[src/rtl/fp_pkg.sv]
// Shared FPU types and constants: operation/modifier encodings, exception
// flags, and the encodings used by the non-computational unit.
package fp_pkg;

  // Default single-precision format
  localparam int unsigned FpExpWidth = 8;
  localparam int unsigned FpManWidth = 23;

  // Width of the classify one-hot mask
  localparam int unsigned CLASS_WIDTH = 10;

  typedef enum logic [3:0] {
    FMADD    = 4'd0,
    FNMSUB   = 4'd1,
    ADD      = 4'd2,
    MUL      = 4'd3,
    DIV      = 4'd4,
    SQRT     = 4'd5,
    SGNJ     = 4'd6,
    MINMAX   = 4'd7,
    CMP      = 4'd8,
    CLASSIFY = 4'd9,
    F2F      = 4'd10,
    F2I      = 4'd11,
    I2F      = 4'd12,
    CPKAB    = 4'd13,
    CPKCD    = 4'd14
  } fpnew_op_e;

  // Sign-injection variants carried on op_mod
  typedef enum logic [1:0] {
    OPMOD_SGNJ  = 2'd0,
    OPMOD_SGNJN = 2'd1,
    OPMOD_SGNJX = 2'd2
  } fpnew_op_mod_e;

  typedef enum logic [2:0] {
    RNE = 3'b000,
    RTZ = 3'b001,
    RDN = 3'b010,
    RUP = 3'b011,
    RMM = 3'b100
  } roundmode_e;

  // Min/max selection on op_mod
  typedef enum logic [1:0] {
    MM_MIN = 2'd0,
    MM_MAX = 2'd1
  } fpnew_minmax_e;

  // Compare selection reuses the rounding-mode field: RNE/RTZ/RDN
  typedef enum logic [2:0] {
    CMP_FLE = 3'b000,
    CMP_FLT = 3'b001,
    CMP_FEQ = 3'b010
  } fpnew_cmp_e;

  // Bit positions inside the classify mask
  typedef enum logic [3:0] {
    CLS_NEG_INF  = 4'd0,
    CLS_NEG_NORM = 4'd1,
    CLS_NEG_SUB  = 4'd2,
    CLS_NEG_ZERO = 4'd3,
    CLS_POS_ZERO = 4'd4,
    CLS_POS_SUB  = 4'd5,
    CLS_POS_NORM = 4'd6,
    CLS_POS_INF  = 4'd7,
    CLS_SNAN     = 4'd8,
    CLS_QNAN     = 4'd9
  } fp_class_e;

  typedef struct packed {
    logic NV;
    logic DZ;
    logic OF;
    logic UF;
    logic NX;
  } fpnew_exc_flags_t;

endpackage

[src/rtl/fp_operand_class.sv]
// Combinational per-operand decode into IEEE-754 value classes.
module fp_operand_class #(
  parameter int unsigned EXP_WIDTH = 8,
  parameter int unsigned MAN_WIDTH = 23
) (
  input  logic [EXP_WIDTH+MAN_WIDTH:0] operand_i,
  output logic                         sign_o,
  output logic                         is_zero_o,
  output logic                         is_sub_o,
  output logic                         is_norm_o,
  output logic                         is_inf_o,
  output logic                         is_snan_o,
  output logic                         is_qnan_o
);

  logic [EXP_WIDTH-1:0] exp_s;
  logic [MAN_WIDTH-1:0] man_s;
  logic                 exp_zero_s;
  logic                 exp_ones_s;
  logic                 man_zero_s;

  assign sign_o     = operand_i[EXP_WIDTH+MAN_WIDTH];
  assign exp_s      = operand_i[EXP_WIDTH+MAN_WIDTH-1:MAN_WIDTH];
  assign man_s      = operand_i[MAN_WIDTH-1:0];
  assign exp_zero_s = (exp_s == '0);
  assign exp_ones_s = (exp_s == '1);
  assign man_zero_s = (man_s == '0);

  assign is_zero_o = exp_zero_s & man_zero_s;
  assign is_sub_o  = exp_zero_s & ~man_zero_s;
  assign is_norm_o = ~exp_zero_s & ~exp_ones_s;
  assign is_inf_o  = exp_ones_s & man_zero_s;
  // A NaN is signalling when the quiet bit (mantissa MSB) is clear
  assign is_snan_o = exp_ones_s & ~man_zero_s & ~man_s[MAN_WIDTH-1];
  assign is_qnan_o = exp_ones_s & man_s[MAN_WIDTH-1];

endmodule

[src/rtl/fp_noncomp_unit.sv]
// FP non-computational unit: sign injection, min/max, compare and classify.
// All arithmetic happens combinationally at the input; the NUM_PIPE stages
// behind it only carry {result, status, tag} with an elastic handshake.
module fp_noncomp_unit
  import fp_pkg::*;
#(
  parameter int unsigned EXP_WIDTH = fp_pkg::FpExpWidth,
  parameter int unsigned MAN_WIDTH = fp_pkg::FpManWidth,
  parameter int unsigned NUM_PIPE  = 2,
  parameter int unsigned TAG_WIDTH = 4
) (
  input  logic                         clk,
  input  logic                         rst_n,
  input  logic                         flush_i,
  input  logic                         in_valid_i,
  output logic                         in_ready_o,
  input  logic [EXP_WIDTH+MAN_WIDTH:0] operand_a_i,
  input  logic [EXP_WIDTH+MAN_WIDTH:0] operand_b_i,
  input  logic [3:0]                   op_i,
  input  logic [1:0]                   op_mod_i,
  input  logic [2:0]                   rnd_mode_i,
  input  logic [TAG_WIDTH-1:0]         tag_i,
  output logic                         out_valid_o,
  input  logic                         out_ready_i,
  output logic [EXP_WIDTH+MAN_WIDTH:0] result_o,
  output logic [4:0]                   status_o,
  output logic [TAG_WIDTH-1:0]         tag_o,
  output logic                         busy_o
);

  localparam int unsigned W  = 1 + EXP_WIDTH + MAN_WIDTH;
  localparam int unsigned DW = W + 5 + TAG_WIDTH;
  localparam logic [W-1:0] CANON_NAN = {1'b0, {EXP_WIDTH{1'b1}}, 1'b1, {(MAN_WIDTH-1){1'b0}}};

  logic a_sign_s, a_zero_s, a_sub_s, a_norm_s, a_inf_s, a_snan_s, a_qnan_s;
  logic b_sign_s, b_zero_s, b_sub_s, b_norm_s, b_inf_s, b_snan_s, b_qnan_s;

  fp_operand_class #(.EXP_WIDTH(EXP_WIDTH), .MAN_WIDTH(MAN_WIDTH)) u_class_a (
    .operand_i(operand_a_i), .sign_o(a_sign_s), .is_zero_o(a_zero_s), .is_sub_o(a_sub_s),
    .is_norm_o(a_norm_s), .is_inf_o(a_inf_s), .is_snan_o(a_snan_s), .is_qnan_o(a_qnan_s)
  );

  fp_operand_class #(.EXP_WIDTH(EXP_WIDTH), .MAN_WIDTH(MAN_WIDTH)) u_class_b (
    .operand_i(operand_b_i), .sign_o(b_sign_s), .is_zero_o(b_zero_s), .is_sub_o(b_sub_s),
    .is_norm_o(b_norm_s), .is_inf_o(b_inf_s), .is_snan_o(b_snan_s), .is_qnan_o(b_qnan_s)
  );

  // Classify only ever looks at operand A, so B's finite/inf flags go unused
  logic unused_b_class_s;
  assign unused_b_class_s = b_sub_s ^ b_norm_s ^ b_inf_s;

  logic a_nan_s, b_nan_s, any_snan_s, any_nan_s, both_zero_s;
  logic mag_lt_s, mag_eq_s, lt_ord_s, lt_cmp_s, eq_cmp_s;

  assign a_nan_s     = a_snan_s | a_qnan_s;
  assign b_nan_s     = b_snan_s | b_qnan_s;
  assign any_snan_s  = a_snan_s | b_snan_s;
  assign any_nan_s   = a_nan_s | b_nan_s;
  assign both_zero_s = a_zero_s & b_zero_s;
  assign mag_lt_s    = (operand_a_i[W-2:0] <  operand_b_i[W-2:0]);
  assign mag_eq_s    = (operand_a_i[W-2:0] == operand_b_i[W-2:0]);

  // Total order on non-NaN values with -0 below +0 (min/max ordering)
  always_comb begin
    if (a_sign_s != b_sign_s) begin
      lt_ord_s = a_sign_s;
    end else if (a_sign_s) begin
      lt_ord_s = ~mag_lt_s & ~mag_eq_s;
    end else begin
      lt_ord_s = mag_lt_s;
    end
  end

  // Compare treats +0 and -0 as equal
  assign lt_cmp_s = lt_ord_s & ~both_zero_s;
  assign eq_cmp_s = (mag_eq_s & (a_sign_s == b_sign_s)) | both_zero_s;

  fpnew_op_e                op_s;
  logic [W-1:0]             res_s;
  fpnew_exc_flags_t         status_s;
  logic                     sgnj_sign_s;
  logic                     cmp_bit_s;
  logic [CLASS_WIDTH-1:0]   class_mask_s;

  assign op_s = fpnew_op_e'(op_i);

  // Classify mask of operand A
  always_comb begin
    class_mask_s = '0;
    class_mask_s[CLS_NEG_INF]  = a_inf_s  &  a_sign_s;
    class_mask_s[CLS_NEG_NORM] = a_norm_s &  a_sign_s;
    class_mask_s[CLS_NEG_SUB]  = a_sub_s  &  a_sign_s;
    class_mask_s[CLS_NEG_ZERO] = a_zero_s &  a_sign_s;
    class_mask_s[CLS_POS_ZERO] = a_zero_s & ~a_sign_s;
    class_mask_s[CLS_POS_SUB]  = a_sub_s  & ~a_sign_s;
    class_mask_s[CLS_POS_NORM] = a_norm_s & ~a_sign_s;
    class_mask_s[CLS_POS_INF]  = a_inf_s  & ~a_sign_s;
    class_mask_s[CLS_SNAN]     = a_snan_s;
    class_mask_s[CLS_QNAN]     = a_qnan_s;
  end

  // Operation datapath: result and exception flags
  always_comb begin
    res_s       = '0;
    status_s    = '0;
    sgnj_sign_s = operand_b_i[W-1];
    cmp_bit_s   = 1'b0;
    case (op_s)
      SGNJ: begin
        case (fpnew_op_mod_e'(op_mod_i))
          OPMOD_SGNJN: sgnj_sign_s = ~operand_b_i[W-1];
          OPMOD_SGNJX: sgnj_sign_s = operand_a_i[W-1] ^ operand_b_i[W-1];
          default:     sgnj_sign_s = operand_b_i[W-1];
        endcase
        res_s = {sgnj_sign_s, operand_a_i[W-2:0]};
      end
      MINMAX: begin
        status_s.NV = any_snan_s;
        if (a_nan_s && b_nan_s) begin
          res_s = CANON_NAN;
        end else if (a_nan_s) begin
          res_s = operand_b_i;
        end else if (b_nan_s) begin
          res_s = operand_a_i;
        end else if (fpnew_minmax_e'(op_mod_i) == MM_MAX) begin
          res_s = lt_ord_s ? operand_b_i : operand_a_i;
        end else begin
          res_s = lt_ord_s ? operand_a_i : operand_b_i;
        end
      end
      CMP: begin
        case (fpnew_cmp_e'(rnd_mode_i))
          CMP_FEQ: begin
            status_s.NV = any_snan_s;
            cmp_bit_s   = ~any_nan_s & eq_cmp_s;
          end
          CMP_FLT: begin
            status_s.NV = any_nan_s;
            cmp_bit_s   = ~any_nan_s & lt_cmp_s;
          end
          CMP_FLE: begin
            status_s.NV = any_nan_s;
            cmp_bit_s   = ~any_nan_s & (lt_cmp_s | eq_cmp_s);
          end
          default: begin
            status_s.NV = 1'b1;
            cmp_bit_s   = 1'b0;
          end
        endcase
        res_s = {{(W-1){1'b0}}, cmp_bit_s};
      end
      CLASSIFY: begin
        res_s = {{(W-CLASS_WIDTH){1'b0}}, class_mask_s};
      end
      default: begin
        status_s.NV = 1'b1;
      end
    endcase
  end

  logic [DW-1:0] in_data_s;
  assign in_data_s = {res_s, status_s, tag_i};

  if (NUM_PIPE == 0) begin : g_comb
    assign in_ready_o  = out_ready_i;
    assign out_valid_o = in_valid_i & ~flush_i;
    assign {result_o, status_o, tag_o} = out_valid_o ? in_data_s : '0;
    assign busy_o      = 1'b0;
  end else begin : g_pipe
    logic [NUM_PIPE-1:0] busy_vec_s;

    for (genvar k = 0; k < NUM_PIPE; k++) begin : g_stage
      logic          valid_q, valid_d;
      logic [DW-1:0] data_q, data_d;
      logic          up_valid_s;
      logic [DW-1:0] up_data_s;
      logic          down_ready_s;
      logic          ready_s;

      if (k == 0) begin : g_first
        assign up_valid_s = in_valid_i;
        assign up_data_s  = in_data_s;
      end else begin : g_mid
        assign up_valid_s = g_stage[k-1].valid_q;
        assign up_data_s  = g_stage[k-1].data_q;
      end

      if (k == NUM_PIPE - 1) begin : g_last
        assign down_ready_s = out_ready_i;
      end else begin : g_inner
        assign down_ready_s = g_stage[k+1].ready_s;
      end

      assign ready_s       = ~valid_q | down_ready_s;
      assign busy_vec_s[k] = valid_q;

      // Stage load/hold; flush drops everything including the incoming op
      always_comb begin
        valid_d = valid_q;
        data_d  = data_q;
        if (flush_i) begin
          valid_d = 1'b0;
        end else if (ready_s) begin
          valid_d = up_valid_s;
          if (up_valid_s) begin
            data_d = up_data_s;
          end else begin
            data_d = data_q;
          end
        end else begin
          valid_d = valid_q;
        end
      end

      // Stage register
      always_ff @(posedge clk or negedge rst_n) begin
        if (!rst_n) begin
          valid_q <= 1'b0;
          data_q  <= '0;
        end else begin
          valid_q <= valid_d;
          data_q  <= data_d;
        end
      end
    end

    assign in_ready_o  = g_stage[0].ready_s;
    assign out_valid_o = g_stage[NUM_PIPE-1].valid_q;
    assign {result_o, status_o, tag_o} = g_stage[NUM_PIPE-1].data_q;
    assign busy_o      = |busy_vec_s;
  end

endmodule

[config.mk]
export PLATFORM = sky130hd
export DESIGN_NAME = fp_noncomp_unit
export DESIGN_NICKNAME = d
export VERILOG_FILES = /design/src/rtl/fp_pkg.sv /design/src/rtl/fp_operand_class.sv /design/src/rtl/fp_noncomp_unit.sv
export SDC_FILE = /design/constraint.sdc
export NUM_CORES = 1
export LEC_CHECK = 0
export ABC_AREA = 1
export BUFFER_PORTS_ARGS = -buffer_cell sky130_fd_sc_hd__buf_2
export CAP_MARGIN = 25
export CORE_MARGIN = 4
export CORE_UTILIZATION = 50
export DETAILED_ROUTE_END_ITERATION = 8
export GPL_TIMING_DRIVEN = 1
export PLACE_DENSITY = 0.77
export SYNTH_ARGS = -nofsm -noshare
export SYNTH_HDL_FRONTEND = slang
export SYNTH_HIERARCHICAL = 1
export SYNTH_SLANG_ARGS = --single-unit
[constraint.sdc]
create_clock -name clk -period 2.2 [get_ports clk]
set_input_delay 0.44 -clock clk [delete_from_list [all_inputs] [get_ports clk]]
set_output_delay 0.44 -clock clk [all_outputs]
set_load 0.005 [all_outputs]
==> results.py <==
metrics = {
    "cells_and_area": {
        "fin_nets": 1094,
        "fillers": 838,
        "finalNonFillerCells": 1124,
        "area_growth_pct": 41.82,
        "drive_above_1_share_pct": 42.89,
        "num_antenna_cells": 0,
        "final-seq-area_um2": 1902,
        "multi_input_area_um2": 3645,
    },
    "setup_path": {
        "reg2reg_to": "g_pipe.g_stage[0].data_q[9]",
        "cp-start-kind": "input port",
        "critPathLaunch": "operand_b_i[15]",
        "crit_type": "in2reg",
        "worstRegToRegCells": 8,
        "worstPathArrival_ns": 2.63,
        "r2r-start": "out_valid_o",
        "rrSetupSlack_ns": 0.28,
        "endpoint_kind": "flop",
        "path_max_fanout": 8,
        "crit_required_ns": 2.45,
    },
    "sta": {
        "worst_slack_ns": -0.1861,
        "fin_setup_tns_ns": -3.848,
        "fmax_ghz": 0.4191,
        "whs_ns": 0.06465,
        "rsz0062_at_grt": "true",
        "worstMarginPinSlew_ns": 0.8121,
        "finClkSkew_ns": 0.006317,
        "relSlewSlack_pct": 45.80,
        "period_needed_ns": 2.386,
        "finalMaxSlewViolations": 0,
        "hold_viol_final": 0,
        "finalSetupViolCount": 32,
        "fin_crit_sh_pct": 108.5,
    },
    "floorplan": {
        "core_um2": 10890,
        "std_cell_rows": 38,
        "num_io_pins": 126,
        "dieHeight_um": 113.8,
        "start_util_pct": 51.44,
        "dieWidth_um": 113.8,
        "dieArea_um2": 12960,
    },
    "clock_network": {
        "htree_levels": 3,
        "clock_latency_ns": 0.35,
        "clockRootBuffer": "clkbuf_8",
        "cts_tree": "built",
        "path_clk_slew_ns": 0.08,
        "cts.sinks": 76,
        "cts_max_path_buffers": 2,
        "hold_buffers": 0,
        "cts_buffers": 9,
    },
    "power": {
        "p_leak_nw": 4.459,
        "swShare_pct": 31.29,
        "netSwitchingPower_w": 0.001273,
        "p_int_w": 0.002795,
        "power_frac_clock_pct": 29.4,
        "peakVddDrop_mv": 0.3351,
        "power_frac_comb_pct": 31.3,
        "power_density_nw_per_um2": 512.2,
        "power_frac_seq_pct": 39.3,
    },
    "hold_path": {
        "min_path_type": "in2async",
    },
    "synthesis": {
        "synth_warnings": 6,
        "postSynthAreaPerCell_um2": 7.208,
        "synthCells": 777,
        "netlist_area_um2": 5600,
    },
    "drt": {
        "dr.first_iter.drc_count": 518,
        "vias": 5867,
        "routed_wirelength_um": 16880,
        "postRouteAntennaNets": 0,
        "vias_per_cell": 5.220,
        "wl_per_cell_um": 15.02,
        "dr.pass1.iters": 5,
        "drc": 0,
    },
    "global_route": {
        "grt_overflow": 0,
        "grt_first_pass_wirelength_um": 24720,
        "grtUsageTotal_pct": 23.51,
        "grt_max_degree": 41,
        "grt_pass1_vias": 5280,
        "antenna_found_initial": 0,
    },
    "run_status": {
        "status": "complete, but fails checks",
        "violations": "setup timing",
    },
    "placement": {
        "place_hpwl_um": 11730,
        "numPortBuffers": 121,
        "place_ws_ns": -0.4425,
        "dp_cells": 1100,
        "gp_congestion": 0.9484,
    },
    "run": {
        "cap_violations": 0,
    },
}
[per-stage QoR]
| stage | total power, W | cell area [µm²] | utilization, % |
|---|---|---|---|
| after floorplan | 0.002181 | 5682 | - |
| final | 0.004068 | 7943 | 72.95 |
| after CTS | 0.003851 | 7292 | 66.97 |
| after global routing | 0.004284 | 7943 | 72.95 |
| after detailed placement | 0.002654 | 7024 | 64.51 |
| after global placement | 0.002627 | 7024 | 64.51 |
[how the worst max path moves through the flow]
stage	endpoint	slack (ns)	cells past startpoint
after floorplan	g_pipe.g_stage[0].data_q[40]	-0.01	19
after global placement	g_pipe.g_stage[0].data_q[13]	-0.41	20
after detailed placement	g_pipe.g_stage[0].data_q[13]	-0.44	20
after CTS	g_pipe.g_stage[0].data_q[13]	-0.02	19
after global routing	g_pipe.g_stage[0].data_q[38]	-0.28	22
final	g_pipe.g_stage[0].data_q[38]	-0.19	22
[layout by cell type (no fill, tap or decap), types with 22 or more instances in the layout]
master,instances
buf_4,89
dfrtp_1,76
mux2_2,36
inv_1,92
buf_2,106
nor2_1,63
nand2_1,222
nand2_2,34
nand3_1,44
nand2_4,22
nand3_2,32
[power groups by stage]
stage	clock network [W]	logic, W	registers [W]
detailed placement	0	0.00103	0.00163
global placement	0	0.00100	0.00162
floorplan	0	0.000562	0.00162
global route	0.00128	0.00139	0.00162
CTS	0.00121	0.00104	0.00160
finish	0.00120	0.00127	0.00160
[critical path, stage by stage]
cell and delay (ns):
buf_8 0.08, inv_4 0.04, ha_4 0.26, nand2_4 0.05
nor2_4 0.10, buf_6 0.12, nand2_4 0.05, nor3b_2 0.19
nand2_1 0.10, nand2_2 0.10, nand2_2 0.07, nand2_2 0.08
nand2_2 0.06, nand2_2 0.07, nand3_4 0.14, nand2_8 0.16
buf_12 0.17, nand2_2 0.06, nand3_2 0.06, nand2_1 0.07
nand2_1 0.07, nand2_1 0.08
[per-layer routing]
metal | vias to the layer above | GRT usage, % | part of all wire, %
li1 | 2828 | - | -
met1 | 2739 | 31.88 | 41
met2 | 257 | 39.42 | 49
met3 | 43 | 3.926 | 7.1
met4 | 0 | 5.701 | 2.4
met5 | - | 0 | 0
[timing repair]
action,CTS,global route
setup endpoints to repair,24,32
gates resized for setup,8,129
pin swaps,0,48
setup buffers,0,5
gates cloned,0,3
hold endpoints to repair,0,0
[area by class of cell]
type                    count  share of cell area, %
flip-flops and latches     76                  23.94
clock inverters             6                  1.087
multi-input cells         562                  45.89
inverters                 112                  5.419
clock buffers              10                  1.733
repair buffers            218                  19.72
well taps                 140                  2.205
[sequential cells by signal, indices dropped and copies added (netlist names)]
signal	cells
g_pipe.g_stage.valid_q	1
g_pipe.g_stage.data_q	74
out_valid_o	1
Power figures use the tool's default switching activity.
